==> src/rtl/regfile_writer.sv <==
// 32 x 32-bit register file with byte-enabled writes, one-cycle write
// acknowledge and a saturating count of writes that changed storage.

// One storage register: per-byte load when selected, async clear.
module regfile_writer_lane #(
    parameter int VEC_W = 32
) (
    input  logic               clk,
    input  logic               rst_n,
    input  logic               sel,
    input  logic [VEC_W/8-1:0] bsel,
    input  logic [VEC_W-1:0]   din,
    output logic [VEC_W-1:0]   q
);
    // byte lanes load independently; unselected bytes hold
    always_ff @(posedge clk or negedge rst_n) begin
        if (!rst_n) begin
            q <= '0;
        end else if (sel) begin
            for (int b = 0; b < VEC_W/8; b++) begin
                if (bsel[b]) q[b*8 +: 8] <= din[b*8 +: 8];
            end
        end
    end
endmodule

module regfile_writer #(
    parameter bit ZERO_REG = 1'b1,
    parameter int CNT_W    = 16
) (
    input  logic             clk,
    input  logic             rst_n,
    input  logic [31:0]      din,
    input  logic [4:0]       awr,
    input  logic             wren,
    input  logic [3:0]       bsel,
    output logic [31:0]      dout0,
    output logic [31:0]      dout1,
    output logic [31:0]      dout2,
    output logic [31:0]      dout3,
    output logic [31:0]      dout4,
    output logic [31:0]      dout5,
    output logic [31:0]      dout6,
    output logic [31:0]      dout7,
    output logic [31:0]      dout8,
    output logic [31:0]      dout9,
    output logic [31:0]      dout10,
    output logic [31:0]      dout11,
    output logic [31:0]      dout12,
    output logic [31:0]      dout13,
    output logic [31:0]      dout14,
    output logic [31:0]      dout15,
    output logic [31:0]      dout16,
    output logic [31:0]      dout17,
    output logic [31:0]      dout18,
    output logic [31:0]      dout19,
    output logic [31:0]      dout20,
    output logic [31:0]      dout21,
    output logic [31:0]      dout22,
    output logic [31:0]      dout23,
    output logic [31:0]      dout24,
    output logic [31:0]      dout25,
    output logic [31:0]      dout26,
    output logic [31:0]      dout27,
    output logic [31:0]      dout28,
    output logic [31:0]      dout29,
    output logic [31:0]      dout30,
    output logic [31:0]      dout31,
    output logic             wrack,
    output logic [CNT_W-1:0] wrcnt
);
    localparam int NUM_LANES = 32;
    localparam int VEC_W     = 32;
    localparam logic [CNT_W-1:0] CNT_ONE = {{(CNT_W-1){1'b0}}, 1'b1};

    logic [NUM_LANES-1:0][VEC_W-1:0] rq;
    logic                            commit;

    // each lane decodes its own address slot; together they form the one-hot decoder
    for (genvar i = 0; i < NUM_LANES; i++) begin : g_lane
        if (ZERO_REG && i == 0) begin : g_zero
            assign rq[i] = '0;
        end else begin : g_reg
            regfile_writer_lane #(.VEC_W(VEC_W)) u_lane (
                .clk  (clk),
                .rst_n(rst_n),
                .sel  (wren && (awr == 5'(i))),
                .bsel (bsel),
                .din  (din),
                .q    (rq[i])
            );
        end
    end

    // a write counts only if it can actually change a register
    assign commit = wren && (bsel != 4'b0000) && !(ZERO_REG && awr == 5'd0);

    // acknowledge every sampled request, committed or not
    always_ff @(posedge clk or negedge rst_n) begin
        if (!rst_n) wrack <= 1'b0;
        else        wrack <= wren;
    end

    // saturating commit counter; holds at all-ones
    always_ff @(posedge clk or negedge rst_n) begin
        if (!rst_n)                        wrcnt <= '0;
        else if (commit && wrcnt != '1)    wrcnt <= wrcnt + CNT_ONE;
    end

    assign dout0  = rq[0];
    assign dout1  = rq[1];
    assign dout2  = rq[2];
    assign dout3  = rq[3];
    assign dout4  = rq[4];
    assign dout5  = rq[5];
    assign dout6  = rq[6];
    assign dout7  = rq[7];
    assign dout8  = rq[8];
    assign dout9  = rq[9];
    assign dout10 = rq[10];
    assign dout11 = rq[11];
    assign dout12 = rq[12];
    assign dout13 = rq[13];
    assign dout14 = rq[14];
    assign dout15 = rq[15];
    assign dout16 = rq[16];
    assign dout17 = rq[17];
    assign dout18 = rq[18];
    assign dout19 = rq[19];
    assign dout20 = rq[20];
    assign dout21 = rq[21];
    assign dout22 = rq[22];
    assign dout23 = rq[23];
    assign dout24 = rq[24];
    assign dout25 = rq[25];
    assign dout26 = rq[26];
    assign dout27 = rq[27];
    assign dout28 = rq[28];
    assign dout29 = rq[29];
    assign dout30 = rq[30];
    assign dout31 = rq[31];
endmodule
==> config.mk <==
export PLATFORM = sky130hd
export DESIGN_NAME = regfile_writer
export DESIGN_NICKNAME = d
export VERILOG_FILES = /design/src/rtl/regfile_writer.sv
export SDC_FILE = /design/constraint.sdc
export NUM_CORES = 1
export LEC_CHECK = 0
export ABC_CLOCK_PERIOD_IN_PS = 2850
export CAP_MARGIN = 30
export CORE_AREA = 5 5 421 423
export CTS_CLUSTER_DIAMETER = 40
export CTS_CLUSTER_SIZE = 12
export DETAILED_ROUTE_END_ITERATION = 10
export DIE_AREA = 0 0 426 428
export PLACE_DENSITY = 0.4
export REMOVE_ABC_BUFFERS = 1
export SKIP_CTS_REPAIR_TIMING = 1
export SYNTH_ARGS = -nofsm -noshare
export SYNTH_HDL_FRONTEND = slang
export SYNTH_SLANG_ARGS = --single-unit
export TNS_END_PERCENT = 5
==> constraint.sdc <==
create_clock -name clk -period 2.85 [get_ports clk]
set_input_delay 0.285 -clock clk [delete_from_list [all_inputs] [get_ports clk]]
set_output_delay 0.285 -clock clk [all_outputs]
set_load 0.05 [all_outputs]
# Word-level counts from Yosys, hierarchy flattened

Cells that the tools add are included.

Register bits after elaboration: 1009
Input port bits: 44
Word-level logic and storage cells: 320
Output and inout bits: 1041

Equal/unequal tests: 32
Add/subtract/negate cells: 1
Reductions and logical operators: 161

Operator list:

| kind                                          | count |
|---|---|
| AND reduction 2 bit                           | 124 |
| == test 5 bit, second input constant          | 16 |
| == test 5 x 4 -> 1 bit, second input constant | 8 |
| logical AND 1 bit                             | 34 |
| == test 5 x 3 -> 1 bit, second input constant | 4 |
| adder 16 x 1 -> 16 bit, second input constant | 1 |
| != test 16 bit, second input constant         | 1 |
| == test 5 x 2 -> 1 bit, second input constant | 2 |
| == test 5 x 1 -> 1 bit, second input constant | 1 |
| zero test 5 bit                               | 1 |
| nonzero test 4 bit                            | 1 |
| zero test 1 bit                               | 1 |

# Longest topological paths before layout

Gate-level depths: netlist (run 1).

Word-level depth: 4
Depth in mapped cells: 6

# Hierarchy

A second synthesis (run 1) with hierarchy kept.

Cell total of the unflattened synthesis: 2271
Area total of the unflattened synthesis: 38111.6 µm²

By module, submodules not included:

| module              | cells each | area each (µm²) | instances | sequential area each (µm²) |
|---|---|---|---|---|
| regfile_writer_lane | 68         | 1186.1          | 31        | 800.8 |
| regfile_writer      | 163        | 1341.3          | 1         | 425.4 |

# Worst setup path after synthesis (run 1)

Ideal clock, no wire load.

Path kind: register to register
Start: register wrcnt[0]
End: register wrcnt[9]
Library setup time: 0.146 ns
Clock period less this slack: 2.066 ns
Stages on the path, launching flop included: 7
Arrival: 1.920 ns
Setup slack: 0.784 ns
Cells stage by stage: dfrtp_1 > ha_1 > nand3_1 > nor4_1 > clkbuf_1 > nor4_1 > xor2_1

Cells in the longest elaborated chain, start to end: 2
Elaborated cells on any way between the ends: 3
Classes of those cells: 1 x add/sub; 1 x eq/ne; 1 x reduce/logical

Ends and longest elaborated chain:

| what                                                                           | line | RTL |
|---|---|---|
| start: declaration                                                             | 70   | `output logic [CNT_W-1:0] wrcnt` |
| start signal: assignment                                                       | 107  | `else if (commit && wrcnt != '1) wrcnt <= wrcnt + CNT_ONE;` |
| parallel branches: the longest is 2 deep, another holds adder 16 x 1 -> 16 bit | --   |  |

Several ways; the timed one is not identified.
A chain may end at the register's enable or synchronous reset.

# Worst setup path in the final report (run 1)

Start: register wrcnt[7]
End: output wrcnt[7]

No word-level cell between the ends.

==> results of run 1 <==
-- layout make-up --
type	instances	area share
Multi-Input combinational cell	1249	0.208
Sequential cell	1009	0.420
Timing Repair Buffer	1230	0.203
Inverter	1	0.0000625
Clock inverter	118	0.0251
Clock buffer	264	0.0943
Tap cell	2325	0.0484
Antenna cell	5	0.000208
-- cell families (layout without fill, tap and decap cells) --
family                     count (synthesis)  count (layout)  synth area share
other                                      1              37         0.0000980
and+or+nand+nor                          206             206            0.0251
DFF                                     1009            1009             0.660
muxes                                    994             994             0.293
buffers and inverters                    150            1613            0.0179
AOI/OAI and AO/OA                          2               2          0.000720
adders and majority gates                  1               1          0.000327
xor gates and xnor gates                  14              14           0.00321
-- layer usage --
metal  share of wire  track usage  up-vias
met5        0.000074            0        -
met2            0.51        0.329      826
li1                -            -    11083
met1            0.37        0.207    13585
met4           0.055       0.0964        2
met3           0.064       0.0563      320
-- sequential cells by signal (all words and copies together) (netlist names) --
| signal | flops |
|---|---|
| wrcnt | 16 |
| g_lane.g_reg.u_lane.q | 992 |
| wrack | 1 |
-- final timing paths --
| check | endpoint | cells after the start | startpoint |
|---|---|---|---|
| worst max register to register | wrcnt[12] | 5 | wrcnt[0] |
| min in group clk | g_lane[25].g_reg.u_lane.q[14] | 2 | din[14] |
| max in group asynchronous | g_lane[8].g_reg.u_lane.q[1] | 3 | rst_n |
| worst max-delay path | wrcnt[7] | 1 | wrcnt[7] |
| worst min-delay path | g_lane[5].g_reg.u_lane.q[19] | 2 | rst_n |
| worst min register to register | g_lane[5].g_reg.u_lane.q[9] | 1 | g_lane[5].g_reg.u_lane.q[9] |
-- power by group --
group	total [uW]	switching (uW)	internal, uW
sequential	17400	1100	16300
combinational	15000	10200	4730
clock	24700	8360	16400
total	57100	19700	37400
-- metrics by stage --
step / util / power [uW]
after floorplan: - / 26200
after global placement: 0.305 / 32700
after detailed placement: 0.305 / 32800
after CTS: 0.347 / 58000
after global routing: 0.347 / 59100
final: 0.347 / 57100
-- placed cells by master, fill, tap and decap left out, types with 4 or more instances in the layout --
cell type           n
nor2_1             12
buf_2              17
nor2_2             18
xor2_1             13
conb_1             32
nand2_1           120
buf_4             139
diode_2             5
mux2_1             28
clkbuf_1           29
nand4_1             7
clkinvlp_4         31
clkinv_4           11
mux2_2            966
clkdlybuf4s50_1  1034
buf_12             32
bufinv_16          26
clkinv_8            4
nor4_1              7
clkbuf_8           29
dlygate4sd3_1       5
inv_6               9
nand2_2            13
dfrtp_1          1009
clkbuf_16         206
clkinv_2           33
nor3_1              7
==> results.cfg, run 1 <==
[place]
place_inst = 5809
postPlaceCellArea_um2 = 52800
gp_congestion = 0.762
dpl.hpwl_mm = 127
pre_cts_slack_ns = -0.308
io_buffers = 1052

[flow_run]
drv_cap = 0

[yosys]
seq_area_frac_synth = 0.660
synth_cell_types = 33
synth.most_common_cell = dfrtp_1
syn_area_per_cell_um2 = 16.1
postSynthCellCount = 2377
synth_area_leaders = dfrtp_1 (66%), mux2_2 (28%), nand2_1 (1.2%), clkbuf_1 (1.1%), mux2_1 (0.82%)
ys_top_cells_by_count = dfrtp_1 (1009), mux2_2 (966), nand2_1 (120)
synthFlopType = dfrtp_1
synth_top_area_cell = dfrtp_1
ys.warnings.count = 0
synth-edff-count = 0
ys_seq_elements = 1009
syn_area_um2 = 38300
synth-async-reset-ratio = 1.00
synth_top_area_share = 0.660

[global_routing]
grt_pass1_wl_mm = 240
grt_max_degree = 114
grt.total_usage = 0.188
grt_overflow = 0
antenna_found_initial = 9
grt_pass1_vias = 27529

[sta]
finalMaxSlewViolations = 0
rsz0062_at_grt = false
fmax_mhz = 404
worst_slew_pin_slew_ns = 0.770
max-slew-margin-rel = 0.486
hold_viol = 0
setup_tns_ns = 0
fin_skew_ns = 0.0248
holdWs_ns = 0.0437
setup_violations = 0
worst_slack_ns = 0.374
fin_crit_sh = 0.869
finalCriticalPeriod_ns = 2.48

[route]
drc = 0
via_count = 25816
route.detailed.wl_per_inst_um = 28.3
viasPerCell = 4.16
first_pass_iters = 4
ant_nets = 0
routed_wl_mm = 175
dr.first_iter.drc_count = 980

[final_layout]
ff_latch_area_um2 = 25200
multi_input_area_um2 = 12500
fillers = 17169
syn2layout_area_growth_pct = 57.0
fin_cells = 6201
drive_gt1_frac = 0.399
finalNetCount = 3741
layout.cell_area.non_filler_um2 = 60000

[worst_setup_path]
cp.arrival_ns = 2.19
critical_path_class = register to primary output
cpMaxStageDelayCell = clkdlybuf4s50_1
max_stage_delay_ns = 0.92
crit_family = buffers and inverters
cp-end-kind = primary output
crit_required_ns = 2.57
cp_max_fo = 6
critPathLaunchType = register
crit_buf_inv = 1
regToRegSetupSlack_ns = 1.07
worstPathCellList = clkdlybuf4s50_1

[clock_tree]
clkLatencyLatePin_ns = 0.82
htree_levels = 4
cts_tree = built
clock_sinks = 1009
clockRootBuffer = clkbuf_16
clk_pin_slew_ns = 0.05
numCtsBuffers = 205
clockBufferDepth = 3

[power_and_ir_drop]
p_leak_uw = 0.0275
peakVddDrop_uv = 587
p_per_area_nw_per_um2 = 951

[die]
die_w_um = 426
rows = 153
ioPinCount = 1085
die_area_um2 = 182000
start_util = 0.221
core_area_um2 = 173000
die_y_um = 428

[outcome]
status = finished clean

[min_path]
hold_path_class = primary input to asynchronous set/reset pin
No activity file was read; power rests on OpenSTA's default activity.
==> inputs of run 2 (changes only) <==
--- a/config.mk
+++ b/config.mk
@@ -5,7 +5,7 @@
 export SDC_FILE = /design/constraint.sdc
 export NUM_CORES = 1
 export LEC_CHECK = 0
-export ABC_CLOCK_PERIOD_IN_PS = 2850
+export ABC_CLOCK_PERIOD_IN_PS = 3000
 export CAP_MARGIN = 30
 export CORE_AREA = 5 5 421 423
 export CTS_CLUSTER_DIAMETER = 40
==> constraint.sdc (replaced) <==
create_clock -name clk -period 3 [get_ports clk]
set_input_delay 0.3 -clock clk [delete_from_list [all_inputs] [get_ports clk]]
set_output_delay 0.3 -clock clk [all_outputs]
set_load 0.05 [all_outputs]
==> results.cfg, run 2 (synthesized netlist as in run 1, its figures left out) <==
[final_layout]
drive_gt1_frac = 0.394
fin_cells = 6176
largest_reg_flops = 992
top_regs = g_lane.g_reg.u_lane.q: 992 flops, wrcnt: 16 flops, wrack: 1 flops
fillers = 17165
finalNetCount = 3721
layout_common_cells = clkdlybuf4s50_1 (1034), dfrtp_1 (1009), mux2_2 (966), clkbuf_16 (202), buf_4 (130)
syn2layout_area_growth_pct = 56.8
regMostFlops = g_lane.g_reg.u_lane.q
multi_input_area_um2 = 12500
final_common_cell = clkdlybuf4s50_1
ff_latch_area_um2 = 25200

[clock_tree]
htree_levels = 4
cts_tree = built
clk_pin_slew_ns = 0.05
numCtsBuffers = 198
clock_sinks = 1009
clockRootBuffer = clkbuf_16
clkLatencyLatePin_ns = 0.81
clockBufferDepth = 3

[worst_setup_path]
cpMaxStageDelayCell = clkdlybuf4s50_1
r2r-start = wrcnt[0]
critPathLaunchType = register
crit_buf_inv = 1
cp.arrival_ns = 2.20
worstPathCellList = clkdlybuf4s50_1
worst-r2r-cell-count = 6
critical_path_class = register to primary output
crit_family = buffers and inverters
regToRegSetupSlack_ns = 1.13
r2r_end = wrcnt[1]
crit_required_ns = 2.70
cp-end-kind = primary output
max_stage_delay_ns = 0.88
cp_max_fo = 2

[place]
place_inst = 5795
gp_congestion = 0.735
dpl.hpwl_mm = 128
io_buffers = 1052
pre_cts_slack_ns = 0.0681

[route]
via_count = 25553
ant_nets = 0
first_pass_iters = 5
dr.first_iter.drc_count = 964
routed_wl_mm = 175
viasPerCell = 4.14
route.detailed.wl_per_inst_um = 28.3
drc = 0

[sta]
max-slew-margin-rel = 0.343
setup_violations = 0
fin_crit_sh = 0.834
worst_slack_ns = 0.497
finalCriticalPeriod_ns = 2.50
finalMaxSlewViolations = 0
holdWs_ns = 0.0684
rsz0062_at_grt = false
fin_skew_ns = 0.0158
setup_tns_ns = 0
fmax_mhz = 400
worst_slew_pin_slew_ns = 0.985
hold_viol = 0

[global_routing]
antenna_found_initial = 11
grt.total_usage = 0.189
grt_use_met2 = 0.346
grt.busiest_layer = met2
grt_max_degree = 75
grtUsageMet1 = 0.207
grt_overflow = 0
use_met3 = 0.0556
grt_pass1_vias = 27276
grt_pass1_wl_mm = 240

[die]
die_w_um = 426
core_area_um2 = 173000
die_area_um2 = 182000
die_y_um = 428
rows = 153
start_util = 0.221
ioPinCount = 1085

[power_and_ir_drop]
total_power_uw = 54600
p_leak_uw = 0.0275
p_per_area_nw_per_um2 = 910
peakVddDrop_uv = 614

[min_path]
min_to = g_lane[24].g_reg.u_lane.q[11]
min_path_cells = 2
hold_path_class = primary input to register
hold_path.startpoint = din[11]

[outcome]
status = finished clean

[flow_run]
drv_cap = 0
==> run 2: cell count changes in the layout (fill, tap and decap cells not counted), sizes merged <==
cell / before / now
buf: 191 / 178
inv: 13 / 9
clkinvlp: 31 / 10
clkbuf: 264 / 270
diode: 5 / 3
bufinv: 26 / 34
clkinv: 49 / 50
==> run 2: area by class of cell <==
cell class | instances | area share
tap | 2325 | 0.0485
multi-input combinational | 1249 | 0.208
antenna | 3 | 0.000125
sequential | 1009 | 0.421
inverter | 1 | 0.0000626
clock buffer | 270 | 0.0940
clock inverter | 102 | 0.0269
timing repair buffer | 1217 | 0.201
==> run 2: metal layers <==
metal,share of wire,routed length [um]
met4,0.031,5330
met5,0.000074,13
met3,0.063,11000
met1,0.37,65000
met2,0.53,93500
==> run 2: report_power, final <==
group	internal, uW	leakage [uW]	switching [uW]
combinational	4510	0.0106	9730
sequential	15500	0.0134	1040
clock	16100	0.00353	7740
total	36100	0.0275	18500
==> run 2: how the worst max path moves through the flow <==
stage                                        from                      endpoint  slack, ns  cells past startpoint
floorplan                                wrcnt[0]                      wrcnt[1]       0.42                      5
global placement                           awr[0]  g_lane[27].g_reg.u_lane.q[4]       0.12                      6
detailed placement                         awr[0]  g_lane[27].g_reg.u_lane.q[2]       0.07                      6
CTS                   g_lane[3].g_reg.u_lane.q[9]                      dout3[9]       0.38                      1
global route                             wrcnt[8]                      wrcnt[8]       0.38                      1
finish              g_lane[16].g_reg.u_lane.q[27]                    dout16[27]       0.50                      1
==> run 2: through the flow <==
stage,area [um2],util
after floorplan,37700,-
after CTS,59900,0.346
after global routing,60000,0.347
final,60000,0.347
after detailed placement,52700,0.304
after global placement,52500,0.303
